[config.mk]
export PLATFORM = sky130hd
export DESIGN_NAME = note_sequencer
export DESIGN_NICKNAME = d
export VERILOG_FILES = /design/src/rtl/gameplay_pkg.sv /design/src/rtl/tempo_tick.sv /design/src/rtl/note_sequencer.sv
export SDC_FILE = /design/constraint.sdc
export NUM_CORES = 1
export LEC_CHECK = 0
export ABC_AREA = 1
export CORE_MARGIN = 2
export CORE_UTILIZATION = 59
export CTS_CLUSTER_SIZE = 40
export DETAILED_ROUTE_END_ITERATION = 10
export PLACE_DENSITY = 0.85
export SLEW_MARGIN = 10
export SYNTH_ARGS = -nofsm -noshare
export SYNTH_HDL_FRONTEND = slang
export SYNTH_SLANG_ARGS = --single-unit
[constraint.sdc]
create_clock -name CLOCK_50 -period 2.8 [get_ports CLOCK_50]
set_input_delay 0.56 -clock CLOCK_50 [delete_from_list [all_inputs] [get_ports CLOCK_50]]
set_output_delay 0.56 -clock CLOCK_50 [all_outputs]
set_load 0.02 [all_outputs]
[src/rtl/gameplay_pkg.sv]
// gameplay_pkg: shared state encoding and default timing/chart constants for the gameplay blocks
package gameplay_pkg;

    typedef enum logic [1:0] {IDLE, PRIME, PLAY, DONE} seq_state_e;

    localparam int EIGHTH_NOTE_DIV = 13157895;
    localparam int NUM_LANES       = 5;
    localparam int SONG_STEPS      = 304;

endpackage

[src/rtl/tempo_tick.sv]
// tempo_tick: modulo-DIV cycle counter with enable and synchronous clear, strobing on terminal count
//   clk_i  - clock
//   rst_ni - asynchronous active-low reset
//   en_i   - count enable (low freezes the count)
//   clr_i  - synchronous clear, wins over en_i
//   tc_o   - high in the enabled cycle whose edge wraps the count from DIV-1 to 0
module tempo_tick #(
    parameter int DIV = 4
) (
    input  logic clk_i,
    input  logic rst_ni,
    input  logic en_i,
    input  logic clr_i,
    output logic tc_o
);

    localparam int W = $clog2(DIV);
    localparam logic [W-1:0] LAST = W'(DIV - 1);

    logic [W-1:0] cnt_q, cnt_d;

    assign tc_o = en_i && !clr_i && (cnt_q == LAST);

    always_comb cnt_d = clr_i ? '0 : !en_i ? cnt_q : (cnt_q == LAST) ? '0 : cnt_q + 1'b1;

    always_ff @(posedge clk_i or negedge rst_ni)
        if (!rst_ni) cnt_q <= '0;
        else         cnt_q <= cnt_d;

endmodule

[src/rtl/note_sequencer.sv]
// note_sequencer: steps through an external chart ROM one word per tempo tick and presents the expected-note mask
//   CLOCK_50  - clock;  resetn - asynchronous active-low reset
//   start     - pulse, begins playback from step 0 in IDLE or DONE
//   restart   - pulse, re-begins playback from step 0 in any state (beats start, pause and tick)
//   pause     - level, freezes tempo and step while playing
//   loop_en   - level, wrap to step 0 after the last step instead of stopping
//   rom_addr  - chart ROM address;  rom_data - chart word, valid one cycle after rom_addr
//   exp_notes - lane mask of the current step;  step - current step index
//   step_pulse- one-cycle strobe on each step advance;  playing - PRIME or PLAY;  done - DONE
module note_sequencer
    import gameplay_pkg::*;
#(
    parameter int LANES    = NUM_LANES,
    parameter int TICK_DIV = EIGHTH_NOTE_DIV,
    parameter int STEP_W   = 9,
    parameter int SONG_LEN = SONG_STEPS
) (
    input  logic              CLOCK_50,
    input  logic              resetn,
    input  logic              start,
    input  logic              restart,
    input  logic              pause,
    input  logic              loop_en,
    output logic [STEP_W-1:0] rom_addr,
    input  logic [LANES-1:0]  rom_data,
    output logic [LANES-1:0]  exp_notes,
    output logic [STEP_W-1:0] step,
    output logic              step_pulse,
    output logic              playing,
    output logic              done
);

    localparam logic [STEP_W-1:0] LAST = STEP_W'(SONG_LEN - 1);

    seq_state_e        state_q, state_d;
    logic              prime_q, prime_d;
    logic [STEP_W-1:0] step_q, step_d;
    logic [LANES-1:0]  notes_q, notes_d;
    logic              pulse_q, pulse_d;
    logic              tick;

    // The counter is held at zero outside PLAY so every PLAY entry starts a full step.
    tempo_tick #(.DIV(TICK_DIV)) u_tick (
        .clk_i  (CLOCK_50),
        .rst_ni (resetn),
        .en_i   (state_q == PLAY && !pause),
        .clr_i  (restart || state_q != PLAY),
        .tc_o   (tick)
    );

    // Outside PLAY the ROM is parked on word 0, so the first word is already
    // on rom_data by the second PRIME cycle. In PLAY the next word is prefetched;
    // with TICK_DIV >= 2 rom_data is valid at every tick boundary.
    assign rom_addr   = (state_q == PLAY && step_q != LAST) ? step_q + 1'b1 : '0;
    assign exp_notes  = notes_q;
    assign step       = step_q;
    assign step_pulse = pulse_q;
    assign playing    = state_q == PRIME || state_q == PLAY;
    assign done       = state_q == DONE;

    always_comb begin
        state_d = state_q;
        prime_d = 1'b0;
        step_d  = step_q;
        notes_d = notes_q;
        pulse_d = 1'b0;
        if (restart) begin
            state_d = PRIME;
            notes_d = '0;
        end else begin
            case (state_q)
                IDLE, DONE: if (start) state_d = PRIME;
                PRIME: begin
                    prime_d = 1'b1;
                    if (prime_q) begin
                        state_d = PLAY;
                        prime_d = 1'b0;
                        step_d  = '0;
                        notes_d = rom_data;
                        pulse_d = 1'b1;
                    end
                end
                PLAY: begin
                    if (tick && (step_q != LAST || loop_en)) begin
                        step_d  = (step_q == LAST) ? '0 : step_q + 1'b1;
                        notes_d = rom_data;
                        pulse_d = 1'b1;
                    end else if (tick) begin
                        state_d = DONE;
                        notes_d = '0;
                    end
                end
                default: state_d = IDLE;
            endcase
        end
    end

    always_ff @(posedge CLOCK_50 or negedge resetn) begin
        if (!resetn) begin
            state_q <= IDLE;
            prime_q <= 1'b0;
            step_q  <= '0;
            notes_q <= '0;
            pulse_q <= 1'b0;
        end else begin
            state_q <= state_d;
            prime_q <= prime_d;
            step_q  <= step_d;
            notes_q <= notes_d;
            pulse_q <= pulse_d;
        end
    end

endmodule

==> qor.log <==
INFO  status         status=completed
INFO  final_layout   nFillCells=365
INFO  worst_setup_path end_kind=output pin
INFO  sta            final-hold-violation-count=0
INFO  routing        detailroute.via_count=2508
INFO  global_route   grt-ovfl-total=0
INFO  clocking       clock_tree.htree_level_count=2
INFO  clocking       tritoncts_clock_tree=built
INFO  sta            finClkSkew=8.903ps
INFO  sta            timing.final.crit_period=2587ps
INFO  routing        detail_route.vias_per_cell=5.586
INFO  placed_design  placement.setup.worst_slack=277.1ps
INFO  worst_setup_path worstRegToRegCells=9
INFO  sta            fmaxAchievable=0.3866GHz
INFO  sta            tns=0ps
INFO  routing        dr.first_iter.drc_count=138
INFO  global_route   first_pass_grt_wire_length=10.60mm
INFO  synth          synth.ff_latch_count=42
INFO  worst_setup_path worstReg2RegEnd=u_tick.cnt_q[15]
INFO  synth          synth_top_cells_by_count=nand2_1 (82), dfrtp_1 (42), inv_1 (35)
INFO  synth          post-synth-top-count-cell=nand2_1
INFO  floorplan      count_of_pins_on_the_block_boundary=37
INFO  synth          post_synth_edffs=0
INFO  synth          synth-seq-area-share=0.3871
INFO  power_and_ir_drop total_power=0.001692W
INFO  global_route   via_count_of_the_first_global_routing_pass=2359
INFO  synth          largest_family_of_logic_cells_by_synthesized_area=simple AND/OR/NAND/NOR gates
INFO  global_route   grt_antenna_before_repair=0
INFO  global_route   grt_max_degree=43
INFO  sta            grt_setup_unrepaired=no
INFO  clocking       clk_lat_worst_skew=300ps
INFO  routing        route.antenna.remaining_nets=0
INFO  synth          synthesis.yosys.warnings=0
INFO  sta            hold-worst-slack=399.5ps
INFO  synth          post_synth_main_area_contributors=dfrtp_1 (39%), nand2_1 (11%), inv_1 (4.8%), nand3_1 (4.8%), nor2_1 (4.7%)
INFO  sta            timing_worst_slew_pin_value=936.0ps
INFO  power_and_ir_drop peakVddDrop=0.4375mV
INFO  routing        drcViolationCount=0
INFO  power_and_ir_drop cell_area_power_density=522.2mW/mm^2
INFO  synth          synth_top_area_share=0.3871
INFO  synth          syn_area_per_cell=7.605um^2
INFO  final_layout   postLayoutCoreUtil=0.7392
INFO  floorplan      floorplan.initialDensity=0.6193
INFO  floorplan      core_region_area=0.004384mm^2
INFO  synth          synth-simple-area-share=0.3535
INFO  worst_setup_path start_kind=flop
INFO  routing        route.detailed.wl_per_inst=13.79um
INFO  sta            setup-violations-final=0
INFO  worst_setup_path critPathRequiredTime=2240ps
INFO  synth          post_synth_fa_ha_maj_area_fraction=0.03226
INFO  routing        totalWireLength=6.192mm
INFO  clocking       cts-root-to-sink-buffers=2
INFO  synth          ys.flop_type=dfrtp_1
INFO  worst_setup_path path_max_fanout=5
INFO  synth          ys_async_sr_fraction=1.000
INFO  placed_design  count_of_buffers_inserted_at_the_top_level_ports=36
INFO  synth          synth_xor_area_frac=0.03226
INFO  sta            timing.max_slew.rel_slack=0.3760
INFO  synth          syn_area=0.002715mm^2
INFO  power_and_ir_drop power_leakage=1.476nW
INFO  synth          post_synth_mux_area_share=0
INFO  global_route   gr_util_all_layers=0.2572
INFO  floorplan      die_area=0.005160mm^2
INFO  synth          synth_largest_area_cell=dfrtp_1
INFO  worst_setup_path worstReg2RegStart=u_tick.cnt_q[0]
INFO  sta            final-max-slew-violation-count=0
INFO  synth          syn-instance-count=357
INFO  final_layout   syn_to_final_growth=19.35%
INFO  hold_path      min-delay-path-class=in -> async
INFO  clocking       cts.sinks=42
INFO  synth          post_synthesis_net_count=375
INFO  synth          synth-compound-area-share=0.1078
INFO  run            max-cap-violations=0
INFO  floorplan      num_rows=24
INFO  worst_setup_path reg2reg_setup_slack=850ps
INFO  sta            fin_crit_sh=0.9239
INFO  placed_design  place.gp.congestion=0.9263
INFO  routing        first_pass_iters=4
INFO  placed_design  dp_hpwl=4.478mm
INFO  worst_setup_path data_arrival_time_at_the_worst_slack_endpoint=2030ps
INFO  clocking       cts_root_buf=clkbuf_8
INFO  final_layout   final_net_count=414
INFO  floorplan      die_w=71.84um
INFO  sta            setup_slack=213.0ps
INFO  final_layout   drive_above_1_share=0.1385
INFO  worst_setup_path critical_path_class=reg -> out
INFO  final_layout   antenna-diode-count=0
INFO  synth          synth.lib_cells_used.distinct=37
INFO  clocking       post-cts-setup-buffer-count=0
INFO  clocking       cts.clk_slew.worst_paths=90ps
INFO  floorplan      die_height=71.84um
INFO  clocking       cts-buffers-inserted=5
cells in the final DEF, fill, tap and decap left out, types with 6 or more instances in the layout:
cell | netlist | final
o21ai_1 | 18 | 18
nand3_1 | 26 | 26
nand4_1 | 17 | 17
nand2_1 | 82 | 82
clkdlybuf4s50_1 | 0 | 27
inv_1 | 35 | 35
ha_1 | 7 | 7
nor2_1 | 34 | 32
dfrtp_1 | 42 | 42
nor3_1 | 7 | 7
inv_2 | 12 | 12
xor2_1 | 8 | 8
a21oi_1 | 10 | 10
o22ai_1 | 6 | 6
dlymetal6s2s_1 | 0 | 8
worst max-delay path by stage:
stage	from	to	slack [ps]
5_1_grt	step[2]	rom_addr[7]	40
4_1_cts	step[0]	rom_addr[3]	30
3_5_place_dp	step[0]	rom_addr[6]	280
2_1_floorplan	step[0]	rom_addr[6]	660
3_3_place_gp	step[0]	rom_addr[6]	330
6_report	step[2]	rom_addr[7]	210
stage by stage:
| stage | cells | cell area [um^2] |
|---|---|---|
| after detailed placement | 441 | 3102 |
| after CTS | 449 | 3213 |
| after global placement | 441 | 3102 |
| after global routing | 449 | 3241 |
| after floorplan | 357 | 2715 |
| final | 449 | 3241 |
kinds of logic after synthesis:
family	Yosys count
adder cells (fa/ha/maj)	7
buffers and inverters	55
flip-flops	42
XOR/XNOR	10
AND/OR/NAND/NOR	194
AO/OA/AOI/OAI	49
registers in the layout (all words and copies together) (netlist names):
register and cells:
state_q 2, exp_notes 5, step_pulse 1, u_tick.cnt_q 24, step 9, prime_q 1
where the power goes:
group | leakage (nW) | total, W | switching (W) | internal [W]
registers | 0.577 | 0.000690 | 0.0000366 | 0.000653
clock network | 0.0579 | 0.000478 | 0.000216 | 0.000263
logic | 0.841 | 0.000524 | 0.000319 | 0.000205
cell type report:
cell class | instances | area, um^2 | area share
Multi-Input combinational cell | 260 | 1438 | 0.4436
Sequential cell | 42 | 1051 | 0.3243
Timing Repair Buffer | 39 | 397.9 | 0.1228
Inverter | 48 | 180.2 | 0.05560
Clock buffer | 5 | 68.82 | 0.02124
Tap cell | 52 | 65.06 | 0.02008
Clock inverter | 3 | 40.04 | 0.01236
critical path, stage by stage, from the launching register on:
cell and delay, ps:
dfrtp_1 430, nand3_1 140, nor2_2 200, nand3_1 90, nand2_1 70, nand2_1 50, nor2_1 130, clkdlybuf4s50_1 620
what timing repair did:
| item | in CTS | in global routing |
|---|---|---|
| gates resized for setup | 1 | 10 |
| hold buffers | 0 | 0 |
| setup endpoints to repair | 2 | 9 |
per-layer routing:
| layer | vias up | global-route usage | wire (um) | share of wire |
|---|---|---|---|---|
| met5 | - | 0 | 0 | 0 |
| met4 | 0 | 0.06499 | 76 | 0.012 |
| met3 | 10 | 0.04360 | 257 | 0.042 |
| met2 | 59 | 0.4321 | 3057 | 0.49 |
| met1 | 1187 | 0.3469 | 2801 | 0.45 |
| li1 | 1252 | - | - | - |
No activity file was read; power rests on OpenSTA's default activity.
